`config.mk`:
```
export PLATFORM = sky130hd
export DESIGN_NAME = video_timing_gen_flat
export DESIGN_NICKNAME = d
export VERILOG_FILES = /design/src/rtl/video_timing_if.sv /design/src/rtl/video_timing_gen.sv /design/src/flat_wrapper.sv
export SDC_FILE = /design/constraint.sdc
export NUM_CORES = 1
export LEC_CHECK = 0
export CAP_MARGIN = 20
export CORE_MARGIN = 4
export CORE_UTILIZATION = 40
export DETAILED_ROUTE_END_ITERATION = 10
export SLEW_MARGIN = 15
export SYNTH_ARGS = -nofsm -noshare
export SYNTH_HDL_FRONTEND = slang
export SYNTH_SLANG_ARGS = --single-unit
```
`constraint.sdc`:
```
create_clock -name MCLK -period 5.3 [get_ports MCLK]
set_clock_uncertainty 0.05 [all_clocks]
set_input_delay 1.59 -clock MCLK [delete_from_list [all_inputs] [get_ports MCLK]]
set_output_delay 1.59 -clock MCLK [all_outputs]
set_load 0.05 [all_outputs]
```
`src/rtl/video_timing_if.sv`:
```
// Video timing generator bus: pixel-rate controls from the system side,
// coordinates, blanking, sync and strobes back to the core and display.
interface video_timing_if #(
  parameter int unsigned CNT_W = 9,
  parameter int unsigned RGB_W = 12
);
  logic             CE_PIX;
  logic             FLIP;
  logic [3:0]       H_SHIFT;
  logic [2:0]       V_SHIFT;
  logic [RGB_W-1:0] iRGB;
  logic [CNT_W-1:0] HPOS;
  logic [CNT_W-1:0] VPOS;
  logic [RGB_W-1:0] oRGB;
  logic             HBLK;
  logic             VBLK;
  logic             HSYN;
  logic             VSYN;
  logic             DE;
  logic             LINE_START;
  logic             FRAME_START;
  logic [7:0]       FRAME_CNT;

  modport master (
    output CE_PIX, FLIP, H_SHIFT, V_SHIFT, iRGB,
    input  HPOS, VPOS, oRGB, HBLK, VBLK, HSYN, VSYN, DE,
    input  LINE_START, FRAME_START, FRAME_CNT
  );

  modport slave (
    input  CE_PIX, FLIP, H_SHIFT, V_SHIFT, iRGB,
    output HPOS, VPOS, oRGB, HBLK, VBLK, HSYN, VSYN, DE,
    output LINE_START, FRAME_START, FRAME_CNT
  );
endinterface

```
`src/rtl/video_timing_gen.sv`:
```
// Parametrised raster timing generator: pixel coordinates for the game core,
// blanking/sync/DE realigned to the core's pixel data after PIX_LAT CE cycles.
module video_timing_gen #(
  parameter int unsigned H_ACTIVE = 288,
  parameter int unsigned H_FP     = 20,
  parameter int unsigned H_SYNC   = 32,
  parameter int unsigned H_BP     = 44,
  parameter int unsigned V_ACTIVE = 224,
  parameter int unsigned V_FP     = 16,
  parameter int unsigned V_SYNC   = 8,
  parameter int unsigned V_BP     = 16,
  parameter bit          HS_POL   = 1'b0,
  parameter bit          VS_POL   = 1'b0,
  parameter int unsigned CNT_W    = 9,
  parameter int unsigned RGB_W    = 12,
  parameter int unsigned PIX_LAT  = 1
) (
  input logic           MCLK,
  input logic           RESET_N,
  video_timing_if.slave vt
);
  localparam int unsigned H_TOTAL = H_ACTIVE + H_FP + H_SYNC + H_BP;
  localparam int unsigned V_TOTAL = V_ACTIVE + V_FP + V_SYNC + V_BP;
  localparam int unsigned SW      = CNT_W + 2;

  typedef struct packed {
    logic hblk;
    logic vblk;
    logic hsync;
    logic vsync;
  } flag_t;

  localparam flag_t FLAG_RST = '{hblk: 1'b1, vblk: 1'b1, hsync: 1'b0, vsync: 1'b0};

  logic [CNT_W-1:0]    h_q, v_q;
  logic                flip_q;
  logic signed [3:0]   hs_q;
  logic signed [2:0]   vs_q;
  logic                wrapped_q;
  flag_t               dly_q [PIX_LAT+1];

  logic                h_last, v_last, at_origin, in_active;
  logic [CNT_W-1:0]    hpos_c, vpos_c;
  logic signed [SW-1:0] h_s, v_s, hs_beg, hs_end, vs_beg, vs_end;
  flag_t               flag_c;
  flag_t               flag_out;

  // Counter position decode, coordinate mapping and stage-0 flag generation
  always_comb begin
    h_last    = (h_q == CNT_W'(H_TOTAL - 1));
    v_last    = (v_q == CNT_W'(V_TOTAL - 1));
    at_origin = (h_q == '0) && (v_q == '0);
    in_active = (h_q < CNT_W'(H_ACTIVE)) && (v_q < CNT_W'(V_ACTIVE));

    hpos_c = h_q;
    vpos_c = v_q;
    if (flip_q && in_active) begin
      hpos_c = CNT_W'(H_ACTIVE - 1) - h_q;
      vpos_c = CNT_W'(V_ACTIVE - 1) - v_q;
    end

    h_s    = signed'({2'b00, h_q});
    v_s    = signed'({2'b00, v_q});
    hs_beg = SW'(H_ACTIVE + H_FP) + SW'(hs_q);
    hs_end = hs_beg + SW'(H_SYNC);
    vs_beg = SW'(V_ACTIVE + V_FP) + SW'(vs_q);
    vs_end = vs_beg + SW'(V_SYNC);

    flag_c.hblk  = (h_q >= CNT_W'(H_ACTIVE));
    flag_c.vblk  = (v_q >= CNT_W'(V_ACTIVE));
    flag_c.hsync = (h_s >= hs_beg) && (h_s < hs_end);
    flag_c.vsync = (v_s >= vs_beg) && (v_s < vs_end);

    flag_out = dly_q[PIX_LAT];
  end

  // Raster position counters
  always_ff @(posedge MCLK or negedge RESET_N) begin
    if (!RESET_N) begin
      h_q <= '0;
      v_q <= '0;
    end else if (vt.CE_PIX) begin
      if (h_last) begin
        h_q <= '0;
        v_q <= v_last ? '0 : v_q + 1'b1;
      end else begin
        h_q <= h_q + 1'b1;
      end
    end
  end

  // Per-frame controls are captured as the counter wraps into the new frame
  always_ff @(posedge MCLK or negedge RESET_N) begin
    if (!RESET_N) begin
      flip_q    <= 1'b0;
      hs_q      <= '0;
      vs_q      <= '0;
      wrapped_q <= 1'b0;
    end else if (vt.CE_PIX && h_last && v_last) begin
      flip_q    <= vt.FLIP;
      hs_q      <= vt.H_SHIFT;
      vs_q      <= vt.V_SHIFT;
      wrapped_q <= 1'b1;
    end
  end

  // Coordinates, line/frame strobes and frame counter, aligned with HPOS
  always_ff @(posedge MCLK or negedge RESET_N) begin
    if (!RESET_N) begin
      vt.HPOS        <= '0;
      vt.VPOS        <= '0;
      vt.LINE_START  <= 1'b0;
      vt.FRAME_START <= 1'b0;
      vt.FRAME_CNT   <= '0;
    end else begin
      vt.LINE_START  <= vt.CE_PIX && (h_q == '0);
      vt.FRAME_START <= vt.CE_PIX && at_origin && wrapped_q;
      if (vt.CE_PIX) begin
        vt.HPOS <= hpos_c;
        vt.VPOS <= vpos_c;
        if (at_origin && wrapped_q) begin
          vt.FRAME_CNT <= vt.FRAME_CNT + 8'd1;
        end
      end
    end
  end

  // Stage 0 plus PIX_LAT-deep delay line matching the core's pixel latency
  always_ff @(posedge MCLK or negedge RESET_N) begin
    if (!RESET_N) begin
      for (int i = 0; i <= PIX_LAT; i++) begin
        dly_q[i] <= FLAG_RST;
      end
    end else if (vt.CE_PIX) begin
      dly_q[0] <= flag_c;
      for (int i = 0; i < PIX_LAT; i++) begin
        dly_q[i+1] <= dly_q[i];
      end
    end
  end

  // Output register: polarity, DE and blanked pixel data
  always_ff @(posedge MCLK or negedge RESET_N) begin
    if (!RESET_N) begin
      vt.HBLK <= 1'b1;
      vt.VBLK <= 1'b1;
      vt.HSYN <= ~HS_POL;
      vt.VSYN <= ~VS_POL;
      vt.DE   <= 1'b0;
      vt.oRGB <= '0;
    end else if (vt.CE_PIX) begin
      vt.HBLK <= flag_out.hblk;
      vt.VBLK <= flag_out.vblk;
      vt.HSYN <= flag_out.hsync ? HS_POL : ~HS_POL;
      vt.VSYN <= flag_out.vsync ? VS_POL : ~VS_POL;
      vt.DE   <= ~(flag_out.hblk | flag_out.vblk);
      vt.oRGB <= (flag_out.hblk | flag_out.vblk) ? '0 : vt.iRGB;
    end
  end
endmodule

```
`src/flat_wrapper.sv`:
```
// flat-port wrapper written by rule: the top's interface ports become plain ports
module video_timing_gen_flat 
#(
  parameter int unsigned H_ACTIVE = 288,
  parameter int unsigned H_FP     = 20,
  parameter int unsigned H_SYNC   = 32,
  parameter int unsigned H_BP     = 44,
  parameter int unsigned V_ACTIVE = 224,
  parameter int unsigned V_FP     = 16,
  parameter int unsigned V_SYNC   = 8,
  parameter int unsigned V_BP     = 16,
  parameter bit          HS_POL   = 1'b0,
  parameter bit          VS_POL   = 1'b0,
  parameter int unsigned CNT_W    = 9,
  parameter int unsigned RGB_W    = 12,
  parameter int unsigned PIX_LAT  = 1
)
  (MCLK, RESET_N, vt_CE_PIX, vt_FLIP, vt_H_SHIFT, vt_V_SHIFT, vt_iRGB, vt_HPOS, vt_VPOS, vt_oRGB, vt_HBLK, vt_VBLK, vt_HSYN, vt_VSYN, vt_DE, vt_LINE_START, vt_FRAME_START, vt_FRAME_CNT);
  video_timing_if #(.CNT_W(CNT_W), .RGB_W(RGB_W)) vt_i ();
  input logic MCLK;
  input logic RESET_N;
  input wire logic [$bits(vt_i.CE_PIX)-1:0] vt_CE_PIX;
  input wire logic [$bits(vt_i.FLIP)-1:0] vt_FLIP;
  input wire logic [$bits(vt_i.H_SHIFT)-1:0] vt_H_SHIFT;
  input wire logic [$bits(vt_i.V_SHIFT)-1:0] vt_V_SHIFT;
  input wire logic [$bits(vt_i.iRGB)-1:0] vt_iRGB;
  output wire logic [$bits(vt_i.HPOS)-1:0] vt_HPOS;
  output wire logic [$bits(vt_i.VPOS)-1:0] vt_VPOS;
  output wire logic [$bits(vt_i.oRGB)-1:0] vt_oRGB;
  output wire logic [$bits(vt_i.HBLK)-1:0] vt_HBLK;
  output wire logic [$bits(vt_i.VBLK)-1:0] vt_VBLK;
  output wire logic [$bits(vt_i.HSYN)-1:0] vt_HSYN;
  output wire logic [$bits(vt_i.VSYN)-1:0] vt_VSYN;
  output wire logic [$bits(vt_i.DE)-1:0] vt_DE;
  output wire logic [$bits(vt_i.LINE_START)-1:0] vt_LINE_START;
  output wire logic [$bits(vt_i.FRAME_START)-1:0] vt_FRAME_START;
  output wire logic [$bits(vt_i.FRAME_CNT)-1:0] vt_FRAME_CNT;
  assign vt_i.CE_PIX = vt_CE_PIX;
  assign vt_i.FLIP = vt_FLIP;
  assign vt_i.H_SHIFT = vt_H_SHIFT;
  assign vt_i.V_SHIFT = vt_V_SHIFT;
  assign vt_i.iRGB = vt_iRGB;
  assign vt_HPOS = vt_i.HPOS;
  assign vt_VPOS = vt_i.VPOS;
  assign vt_oRGB = vt_i.oRGB;
  assign vt_HBLK = vt_i.HBLK;
  assign vt_VBLK = vt_i.VBLK;
  assign vt_HSYN = vt_i.HSYN;
  assign vt_VSYN = vt_i.VSYN;
  assign vt_DE = vt_i.DE;
  assign vt_LINE_START = vt_i.LINE_START;
  assign vt_FRAME_START = vt_i.FRAME_START;
  assign vt_FRAME_CNT = vt_i.FRAME_CNT;
  video_timing_gen #(.H_ACTIVE(H_ACTIVE), .H_FP(H_FP), .H_SYNC(H_SYNC), .H_BP(H_BP), .V_ACTIVE(V_ACTIVE), .V_FP(V_FP), .V_SYNC(V_SYNC), .V_BP(V_BP), .HS_POL(HS_POL), .VS_POL(VS_POL), .CNT_W(CNT_W), .RGB_W(RGB_W), .PIX_LAT(PIX_LAT)) u_core (.MCLK(MCLK), .RESET_N(RESET_N), .vt(vt_i));
endmodule
```
# Yosys cells after proc, flatten, opt, wreduce, memory -nomap -nowiden
# Index checks and enable logic that the tools add are counted.
[op_classes] add_sub_neg=9 n_mul=0 div=0 magnitude_cmp=8 n_eq_ne=2 shift=0 mux=7 bitwise=2 n_reduce_logical=15
[ops] op="9-bit 2-to-1 mux" n=4
[ops] op="10-bit by 11-bit greater-or-equal comparator with 1-bit output" n=2
[ops] op="10-bit by 11-bit < comparator with 1-bit output" n=2
[ops] op="9-bit by 1-bit adder with 9-bit output (second input constant)" n=2
[ops] op="9-bit == test (second input constant)" n=2
[ops] op="9-bit zero test" n=2
[ops] op="12-bit 2-to-1 mux" n=1
[ops] op="10-bit by 4-bit adder with 11-bit output (first input constant)" n=1
[ops] op="11-bit by 4-bit adder with 11-bit output (second input constant)" n=1
[ops] op="11-bit by 6-bit adder with 11-bit output (second input constant)" n=1
[ops] op="1-bit logical AND" n=11
[ops] op="9-bit by 3-bit adder with 10-bit output (first input constant)" n=1
[ops] op="9-bit by 8-bit greater-or-equal comparator with 1-bit output (second input constant)" n=1
[ops] op="9-bit greater-or-equal comparator (second input constant)" n=1
[ops] op="9-bit by 8-bit < comparator with 1-bit output (second input constant)" n=1
[ops] op="9-bit < comparator (second input constant)" n=1
[ops] op="8-bit by 9-bit subtractor with 9-bit output (first input constant)" n=1
[ops] op="9-bit subtractor (first input constant)" n=1
[ops] op="8-bit by 1-bit adder with 8-bit output (second input constant)" n=1
[ops] op="2-bit AND reduction" n=2
[ops] op="1-bit 2-to-1 mux" n=2
[ops] op="1-bit NOT" n=1
[ops] op="1-bit OR" n=1
[totals] reg_bits=80 latchBits=0 mem_bits_rw=0 mem_bits_ro=0 input_bits=23 out_inout_bits=45 mem_count=0

# Logic depth before layout (Yosys ltp)
# Gate-level depths: netlist of run 1.
[logic_depth] ltp_word=4 mapped_depth=9 mapped_depth_nobuf=8

# Worst setup path after synthesis of run 1
# Ideal clock, no wire load.
[synth_timing] kind="input port to flip-flop" from="in vt_CE_PIX" to="reg u_core.flip_q" setup_time_ns=0.125 arrival_time_ns=2.898 required_time_ns=5.125 slack_ns=2.228 path_stages=5 cell_sequence="buf_2 > nand4_2 > nor4b_4 > nand2_4 > mux2_2"
[synth_between] elab_chain_len=2
[synth_lines] item="from (decl)" line_no="flat_wrapper.sv:22" text="input wire logic [$bits(vt_i.CE_PIX)-1:0] vt_CE_PIX;"
[synth_lines] item="1-bit logical AND (2 in a row)" line_no="video_timing_gen.sv:99" text="end else if (vt.CE_PIX && h_last && v_last) begin"
[synth_lines] item="to (signal assigned)" line_no="video_timing_gen.sv:100" text="flip_q <= vt.FLIP;"
[synth_lines] item="to (decl)" line_no="video_timing_gen.sv:36" text="logic flip_q;"
# No other way between the ends.
# A chain may end at the register's enable or synchronous reset.

# Worst setup path after layout of run 1
[layout_timing] from="reg u_core.vt.HSYN" to="out vt_HSYN"
[layout_lines] item="from (decl)" line_no="video_timing_if.sv:32" text="output HPOS, VPOS, oRGB, HBLK, VBLK, HSYN, VSYN, DE,"
[layout_lines] item="from (signal assigned)" line_no="video_timing_gen.sv:147" text="vt.HSYN <= ~HS_POL;"
[layout_lines] item="from (signal assigned)" line_no="video_timing_gen.sv:154" text="vt.HSYN <= flag_out.hsync ? HS_POL : ~HS_POL;"
[layout_lines] item="to (decl)" line_no="flat_wrapper.sv:32" text="output wire logic [$bits(vt_i.HSYN)-1:0] vt_HSYN;"
# No word-level cell between the ends.

==> results of run 1 <==
layout make-up:
type,instances,share of cell area
clock inverters,6,0.0139
clock buffers,10,0.0284
well taps,129,0.0333
multi-input cells,229,0.353
flip-flops and latches,80,0.415
inverters,14,0.0108
repair buffers,71,0.146
stage by stage:
stage | hold slack [ns] | util
detailed placement | 0.359 | 0.496
global route | 0.408 | 0.520
CTS | 0.370 | 0.518
floorplan | 0.337 | -
global placement | 0.353 | 0.496
finish | 0.369 | 0.520
power by group:
group          switching [uW]  internal, uW
clock                     233           232
combinational             272           178
sequential               94.8           693
per-layer routing:
metal,GRT usage,wire (microns),vias to the layer above
li1,-,-,1328
met1,0.213,4040,1292
met2,0.236,3500,90
met3,0.0443,574,11
met4,0.0537,142,0
met5,0,0,-
worst paths after layout:
kind | startpoint | endpoint | cells past startpoint
worst max-delay path | u_core.vt.HSYN$_DFFE_PN1P_ | vt_HSYN | 1
worst min-delay path | u_core.dly_q[1]$_DFFE_PN0P_ | u_core.vt.HSYN$_DFFE_PN1P_ | 1
worst max register to register | u_core.h_q[6]$_DFFE_PN0P_ | u_core.vt.VPOS[6]$_DFFE_PN0P_ | 7
worst min register to register | u_core.dly_q[1]$_DFFE_PN0P_ | u_core.vt.HSYN$_DFFE_PN1P_ | 1
max in group asynchronous | RESET_N | u_core.dly_q[6]$_DFFE_PN1P_ | 2
min in group asynchronous | RESET_N | u_core.vt.oRGB[6]$_DFFE_PN0P_ | 1
Yosys cell counts (2+ instances only):
master	number
sky130_fd_sc_hd__dfrtp_1	72
sky130_fd_sc_hd__nor2_1	26
sky130_fd_sc_hd__ha_1	24
sky130_fd_sc_hd__a21oi_1	23
sky130_fd_sc_hd__nand2_1	21
sky130_fd_sc_hd__xnor2_1	20
sky130_fd_sc_hd__mux2_2	18
sky130_fd_sc_hd__a22o_1	14
sky130_fd_sc_hd__inv_1	14
sky130_fd_sc_hd__nand4_1	11
sky130_fd_sc_hd__o21ai_0	11
sky130_fd_sc_hd__xor2_1	10
sky130_fd_sc_hd__dfstp_2	8
sky130_fd_sc_hd__and3_1	7
sky130_fd_sc_hd__clkbuf_1	7
sky130_fd_sc_hd__nand3_1	6
sky130_fd_sc_hd__buf_2	4
sky130_fd_sc_hd__mux2i_1	4
sky130_fd_sc_hd__nor2b_1	4
sky130_fd_sc_hd__nor4_1	4
sky130_fd_sc_hd__a21o_1	2
sky130_fd_sc_hd__buf_1	2
sky130_fd_sc_hd__nor3_1	2
sky130_fd_sc_hd__nor4b_1	2
sky130_fd_sc_hd__o41ai_1	2
cell families (layout without fill, tap and decap cells):
family | after synthesis | count (layout) | share of synthesized area
DFF | 80 | 80 | 0.522
muxes | 22 | 22 | 0.0630
adders and majority gates | 24 | 24 | 0.0779
buffers and inverters | 30 | 101 | 0.0338
xor gates and xnor gates | 30 | 30 | 0.0682
and+or+nand+nor | 94 | 94 | 0.135
AOI/OAI and AO/OA | 59 | 59 | 0.100
sequential cells by signal (all words and copies together), names as in the netlist:
| name | cells |
|---|---|
| u_core.v_q | 9 |
| u_core.vt.VSYN | 1 |
| u_core.vs_q | 3 |
| u_core.vt.VBLK | 1 |
| u_core.h_q | 9 |
| u_core.wrapped_q | 1 |
| u_core.vt.HPOS | 9 |
| u_core.hs_q | 4 |
| u_core.vt.DE | 1 |
| u_core.vt.HSYN | 1 |
| u_core.vt.VPOS | 9 |
| u_core.vt.oRGB | 12 |
| u_core.flip_q | 1 |
| u_core.vt.HBLK | 1 |
| u_core.vt.FRAME_START | 1 |
| u_core.dly_q | 8 |
| u_core.vt.FRAME_CNT | 8 |
| u_core.vt.LINE_START | 1 |
==> results.tsv, run 1 <==
metric	value	unit
nets	452	
seqCellArea	0.00201	sq mm
mappedNetlistNets	386	
synth_top_cell_area_share	0.467	
post_drt_wl_per_cell	15.3	microns
final_global_route_overflow_total	0	
crit_buf_inv	1	
initialDrtViolationCount	105	
numCtsBuffers	9	
yosys.cell_types.count	46	
critical_path.cell_chain	clkdlybuf4s50_1	
crit_path_max_fanout	2	
worst_slew_margin_rel	0.327	
synth_area	0.00385	sq mm
start_util	0.413	
rsz_0062_raised_after_global_routing	false	
postSynthCellCount	339	
regToRegSetupSlack	2.45	ns
vdd_drop_max	0.000207	V
num-fill-cells	837	
die_width	106	microns
drt_pass1_iterations	4	
hold_class	register to register	
yosysTopAreaCell	sky130_fd_sc_hd__dfrtp_1	
cts_tree	built	
first_global_vias	2838	
timing.final.max_slew_violations	0	
dpl_worst_slack	1.74	ns
multi_input_area	0.00171	sq mm
wirelength	8250	microns
detailedPlacementHpwl	5580	microns
dpl.cell_count	522	
die_area	0.0113	sq mm
timing_worst_slew_pin_value	1.00	ns
finalSetupViolations	0	
placed_area	0.00462	sq mm
synth-warning-count	0	
port_buffers	67	
asyncSetResetFlopFracSynth	1.00	
pin_count	68	
clock_sinks	80	
drt_drc_violations_left	0	
crit_arrival	1.70	ns
cts_post_setup_buffers_inserted	0	
final_cell_count_no_fill	539	
p_total	1700	uW
layout_common_cells	72 x sky130_fd_sc_hd__dfrtp_1, 65 x sky130_fd_sc_hd__clkdlybuf4s50_1, 26 x sky130_fd_sc_hd__nor2_1	
setup_total_negative_slack	0	ns
final_common_cell	sky130_fd_sc_hd__dfrtp_1	
post_cts_resize_count	0	
antenna_fix_cells	0	
clock_slew_at_reported_path_ffs	0.08	ns
core_box_area	0.00933	sq mm
viasPerCell	5.05	
status	finished, final reports clean	
core.rowCount	35	
synth_top_flop_cell	sky130_fd_sc_hd__dfrtp_1	
timing.critical_path.required	3.66	ns
layout_stage_area_growth_over_the_synthesis_result	25.8	%
final_layout_size_suffix_gt1_frac	0.129	
critical-path-top-delay-family	buffers and inverters	
global_route_wire_length_before_repair	14100	microns
weighted_congestion_reported_at_the_end_of_routability_driven_placement	0.798	
fin_ws	1.96	ns
crit_share_post_route	0.629	
avgSynthCellArea	11.4	sq um
max_freq	300	MHz
die_height	106	microns
timing.critical_path.to_type	output port	
hold_bufs_at_cts	0	
yosys-top-cells-area	sky130_fd_sc_hd__dfrtp_1 47%, sky130_fd_sc_hd__ha_1 7.8%, sky130_fd_sc_hd__dfstp_2 5.5%	
final_antenna_net_count	0	
cp_max_stage_cell	sky130_fd_sc_hd__clkdlybuf4s50_1	
hold_violations	0	
cts_root_buffer	sky130_fd_sc_hd__clkbuf_8	
synth-edff-count	0	
insertion_delay	0.35	ns
ys_seq_elements	80	
layout.cell_area.non_filler	0.00485	sq mm
power.density_cell_area	351	mW/mm^2
grt_start_max_net_pins	81	
fin_crit	3.34	ns
antenna_found_initial	0	
routed-via-count	2721	
critical_path.startpoint_type	register	
grtUsageTotal	0.155	
crit_type	register to output port	
htree_levels	3	
leakagePower	0.00219	uW
seq_area_frac_synth	0.522	
clock_path_buffers	2	
max_cap_violations	0	
max_stage_delay	0.80	ns
No activity file was read; power rests on OpenSTA's default activity.
==> run 2, diff against run 1 <==
- PLACE_DENSITY: not set -> 0.66
- clock period: 5.3 -> 2.94 ns (I/O delays scaled with it)
==> run 2 against run 1 <==
  * Critical endpoint is now vt_VBLK
  * First-iteration DRC count up 49%
  * Largest power group unchanged
  * Worst hold slack got worse by 0.0065 ns
  * Largest cell class unchanged
  * Non-clock buffer count is 6 higher
  * Combinational power up 89%
  * Highest routed layer unchanged
  * Via count grew 1.1%
  * Sequential power grew 78%
==> results.tsv, run 2 (synthesis results as in run 1) <==
metric	value	unit	change
status	finished, final reports clean		
die_width	106	microns	unchanged
grt_start_max_net_pins	51		-37%
critical_path.startpoint_type	register		
multi_input_area	0.00171	sq mm	unchanged
critical-path-top-delay-family	buffers and inverters		
flip_flop_count_of_the_largest_register_after_layout	12		unchanged
finalHoldWorstSlack	0.363	ns	-0.00654 ns
htree_levels	3		unchanged
die_area	0.0113	sq mm	unchanged
layout_stage_area_growth_over_the_synthesis_result	28.0	%	
drt_pass1_iterations	4		unchanged
cts_tree	built		
antenna_fix_cells	0		unchanged
cts_root_buffer	sky130_fd_sc_hd__clkbuf_8		
initialDrtViolationCount	156		+49%
cts_post_setup_buffers_inserted	0		unchanged
p_total	3240	uW	+90%
cp_max_stage_cell	sky130_fd_sc_hd__clkdlybuf4s50_1		
weighted_congestion_reported_at_the_end_of_routability_driven_placement	0.859		+7.7%
start_util	0.413		unchanged
post_drt_wl_per_cell	15.6	microns	+2.1%
placed_area	0.00469	sq mm	+1.4%
nets	458		+1.3%
numCtsBuffers	9		unchanged
timing.critical_path.required	2.01	ns	-1.65 ns
leakagePower	0.00225	uW	+2.6%
die_height	106	microns	unchanged
crit_arrival	1.67	ns	-0.03 ns
routed-via-count	2752		+1.1%
clock_path_buffers	2		unchanged
post_cts_resize_count	0		unchanged
max_cap_violations	0		unchanged
finalSetupViolations	0		unchanged
core_box_area	0.00933	sq mm	unchanged
grtUsageTotal	0.157		+0.00210
crit_type	register to output port		
timing.critical_path.to_type	output port		
core.rowCount	35		unchanged
crit_buf_inv	1		unchanged
hold_bufs_at_cts	0		unchanged
drt_drc_violations_left	0		unchanged
setup_total_negative_slack	0	ns	unchanged
rsz_0062_raised_after_global_routing	false		
registers.top_by_ff_count	u_core.vt.oRGB		
vdd_drop_max	0.000369	V	+79%
seqCellArea	0.00201	sq mm	unchanged
timing.final.max_slew_violations	0		unchanged
final_antenna_net_count	0		unchanged
insertion_delay	0.34	ns	about the same
fin_crit	2.60	ns	
antenna_found_initial	0		unchanged
layout.cell_area.non_filler	0.00493	sq mm	+1.8%
pin_count	68		unchanged
global_route_wire_length_before_repair	14500	microns	+2.5%
final_layout_size_suffix_gt1_frac	0.139		+0.0102
port_buffers	67		unchanged
max_freq	384	MHz	
final_common_cell	sky130_fd_sc_hd__dfrtp_1		
hold_violations	0		unchanged
layout_common_cells	72 x sky130_fd_sc_hd__dfrtp_1, 65 x sky130_fd_sc_hd__clkdlybuf4s50_1, 26 x sky130_fd_sc_hd__nor2_1		
crit_path_max_fanout	2		unchanged
first_global_vias	2810		-0.99%
clock_sinks	80		unchanged
clock_slew_at_reported_path_ffs	0.08	ns	about the same
hold_class	register to register		
wirelength	8520	microns	+3.2%
max_stage_delay	0.81	ns	about the same
power.density_cell_area	657	mW/mm^2	+87%
num-fill-cells	826		-1.3%
detailedPlacementHpwl	6040	microns	+8.2%
critical_path.cell_chain	clkdlybuf4s50_1		
crit_share_post_route	0.886		
viasPerCell	5.05		about the same
final_global_route_overflow_total	0		unchanged
timing_worst_slew_pin_value	0.627	ns	-0.378 ns
worst_slew_margin_rel	0.582		+0.255
## run 2: through the flow
step                utilization  instances  worst slack, ns
floorplan                     -        339            0.576
global placement          0.503        529            0.584
detailed placement        0.503        529            0.555
CTS                       0.529        545            0.306
global route              0.529        545            0.289
finish                    0.529        545            0.336
## run 2: layer usage
layer	part of all wire	vias up	GRT usage
li1	-	1339	-
met1	0.51	1323	0.235
met2	0.42	85	0.229
met3	0.059	5	0.0352
met4	0.0049	0	0.0435
met5	0	-	0
## run 2: final cells by class
class / instances / area share
Sequential cell: 80 / 0.408
Multi-Input combinational cell: 229 / 0.347
Inverter: 14 / 0.0106
Tap cell: 129 / 0.0327
Clock buffer: 11 / 0.0287
Clock inverter: 5 / 0.0210
Timing Repair Buffer: 77 / 0.152
## run 2: final timing paths
kind	cells past startpoint	from	slack, ns	to
worst max register to register	6	u_core.v_q[0]$_DFFE_PN0P_	0.65	u_core.vt.FRAME_CNT[1]$_DFFE_PN0P_
worst min-delay path	1	u_core.dly_q[0]$_DFFE_PN0P_	0.36	u_core.vt.VSYN$_DFFE_PN1P_
max in group asynchronous	2	RESET_N	1.64	u_core.dly_q[6]$_DFFE_PN1P_
worst min register to register	1	u_core.dly_q[0]$_DFFE_PN0P_	0.36	u_core.vt.VSYN$_DFFE_PN1P_
worst max-delay path	1	u_core.vt.VBLK$_DFFE_PN1P_	0.34	vt_VBLK
min in group asynchronous	1	RESET_N	0.51	u_core.vt.FRAME_START$_DFF_PN0_
## run 2: power by group
group	internal [uW]	switching, uW	leakage (uW)
sequential	1250	150	0.00100
combinational	332	519	0.00112
clock	588	405	0.000124
total	2170	1070	0.00225
==> run 3, diff against run 2 <==
- CORE_MARGIN: 4 -> 2
- CORE_UTILIZATION: 40 -> 25
- PLACE_DENSITY: 0.66 -> not set
==> run 3 against run 2 <==
  * Global-route usage decreased by 4.6 points
  * Critical path type unchanged
  * Largest cell class unchanged
  * First-iteration DRC count increased by 0.64%
  * Via count decreased by 0.33%
==> results.tsv, run 3 (synthesis results as in run 1) <==
metric	value	unit	change
clock_slew_at_reported_path_ffs	0.06	ns	-0.02 ns
routed-via-count	2743		-0.33%
final_layout_size_suffix_gt1_frac	0.135		-0.00416
worstSetupPathDepth	1		unchanged
timing.critical_path.to	vt_VBLK		
max_freq	384	MHz	about the same
critical-path-top-delay-family	buffers and inverters		
finalCoreUtilization	0.335		-0.194
crit_type	register to output port		
registers.top_by_ff_count	u_core.vt.oRGB		
flip_flop_count_of_the_largest_register_after_layout	12		unchanged
grt_start_max_net_pins	47		-7.8%
vdd_drop_max	0.000453	V	+23%
finalSetupViolations	0		unchanged
max_stage_delay	0.81	ns	about the same
power.density_cell_area	680	mW/mm^2	+3.5%
port_buffers	67		unchanged
final_antenna_net_count	0		unchanged
rsz_0062_raised_after_global_routing	false		
antenna_found_initial	0		unchanged
pin_count	68		unchanged
rr_worst_depth	6		unchanged
hold_bufs_at_cts	0		unchanged
fin_crit	2.60	ns	-0.00103 ns
initialDrtViolationCount	157		+0.64%
first_global_vias	2781		-1.0%
crit_share_post_route	0.885		about the same
clock_sinks	80		unchanged
global_route_wire_length_before_repair	14400	microns	-0.28%
cts_tree	built		
core_box_area	0.0151	sq mm	+62%
r2r_end	u_core.vt.FRAME_CNT[1]$_DFFE_PN0P_		
clock_path_buffers	2		unchanged
final_global_route_overflow_total	0		unchanged
wirelength	8750	microns	+2.7%
worst_slew_margin_rel	0.637		+0.0548
finalHoldWorstSlack	0.373	ns	+0.00959 ns
weighted_congestion_reported_at_the_end_of_routability_driven_placement	0.794		-7.6%
post_drt_wl_per_cell	14.5	microns	-7.0%
hold_violations	0		unchanged
detailedPlacementHpwl	6110	microns	+1.1%
layout_common_cells	72 x sky130_fd_sc_hd__dfrtp_1, 65 x sky130_fd_sc_hd__clkdlybuf4s50_1, 26 x sky130_fd_sc_hd__nor2_1		
grtUsageTotal	0.112		-0.0456
cts_post_setup_buffers_inserted	0		unchanged
start_util	0.255		-0.159
hold_class	register to register		
status	finished, final reports clean		
numCtsBuffers	9		unchanged
final_common_cell	sky130_fd_sc_hd__dfrtp_1		
layout_stage_area_growth_over_the_synthesis_result	31.5	%	
max_cap_violations	0		unchanged
antenna_fix_cells	0		unchanged
worst_r2r_startpoint	u_core.v_q[0]$_DFFE_PN0P_		
drt_pass1_iterations	4		unchanged
viasPerCell	4.56		-9.8%
regToRegSetupSlack	0.69	ns	+0.04 ns
htree_levels	3		unchanged
cp-startpoint	u_core.vt.VBLK$_DFFE_PN1P_		
leakagePower	0.00226	uW	+0.69%
crit_path_max_fanout	2		unchanged
critical_path.cell_chain	clkdlybuf4s50_1		
die_width	128	microns	+21%
timing.critical_path.to_type	output port		
timing_worst_slew_pin_value	0.543	ns	-0.0839 ns
timing.final.max_slew_violations	0		unchanged
core.rowCount	45		+29%
cp_max_stage_cell	sky130_fd_sc_hd__clkdlybuf4s50_1		
cts_root_buffer	sky130_fd_sc_hd__clkbuf_16		
nets	456		-0.44%
setup_total_negative_slack	0	ns	unchanged
drt_drc_violations_left	0		unchanged
timing.critical_path.required	2.01	ns	about the same
die_area	0.0164	sq mm	+46%
post_cts_resize_count	0		unchanged
critical_path.startpoint_type	register		
crit_buf_inv	1		unchanged
die_height	128	microns	+21%
crit_arrival	1.67	ns	about the same
insertion_delay	0.33	ns	about the same
## run 3: power breakdown
group          total [uW]  internal (uW)  switching (uW)
Sequential           1430           1250             174
Combinational         823            323             500
Clock                1200            765             436
## run 3: layer usage
layer  global-route usage  vias up  routed length [microns]  share of wire
li1                     -     1338                        -              -
met5                    0        -                        0              0
met2                0.164       84                     3780           0.43
met3               0.0317        6                      413          0.047
met1                0.159     1315                     4480           0.51
met4               0.0330        0                       85         0.0097
## run 3: worst min path at each step
| stage | slack, ns | to | depth (start not counted) | from |
|---|---|---|---|---|
| after global placement | 0.35 | u_core.vt.VSYN$_DFFE_PN1P_ | 1 | u_core.dly_q[0]$_DFFE_PN0P_ |
| after floorplan | 0.34 | u_core.vt.HSYN$_DFFE_PN1P_ | 1 | u_core.dly_q[1]$_DFFE_PN0P_ |
| after global routing | 0.39 | u_core.vt.VSYN$_DFFE_PN1P_ | 1 | u_core.dly_q[0]$_DFFE_PN0P_ |
| after detailed placement | 0.37 | u_core.vt.VSYN$_DFFE_PN1P_ | 1 | u_core.dly_q[0]$_DFFE_PN0P_ |
| after CTS | 0.38 | u_core.vt.VSYN$_DFFE_PN1P_ | 1 | u_core.dly_q[0]$_DFFE_PN0P_ |
| final | 0.37 | u_core.vt.VSYN$_DFFE_PN1P_ | 1 | u_core.dly_q[0]$_DFFE_PN0P_ |
## run 3: final cells by class
| cell class | instances | area [sq um] |
|---|---|---|
| fill | 1512 | 10100 |
| sequential | 80 | 2010 |
| multi-input combinational | 229 | 1710 |
| timing repair buffer | 75 | 736 |
| clock buffer | 11 | 243 |
| tap | 188 | 235 |
| clock inverter | 5 | 80.1 |
| inverter | 14 | 52.6 |
## run 3: stage by stage
step,setup WS [ns],cell area (sq um),power (uW),std cells
final,0.337,5070,3450,602
after CTS,0.316,5070,3490,602
after global placement,0.585,4750,2260,586
after floorplan,0.576,3850,1960,339
after global routing,0.295,5070,3620,602
after detailed placement,0.478,4750,2260,586
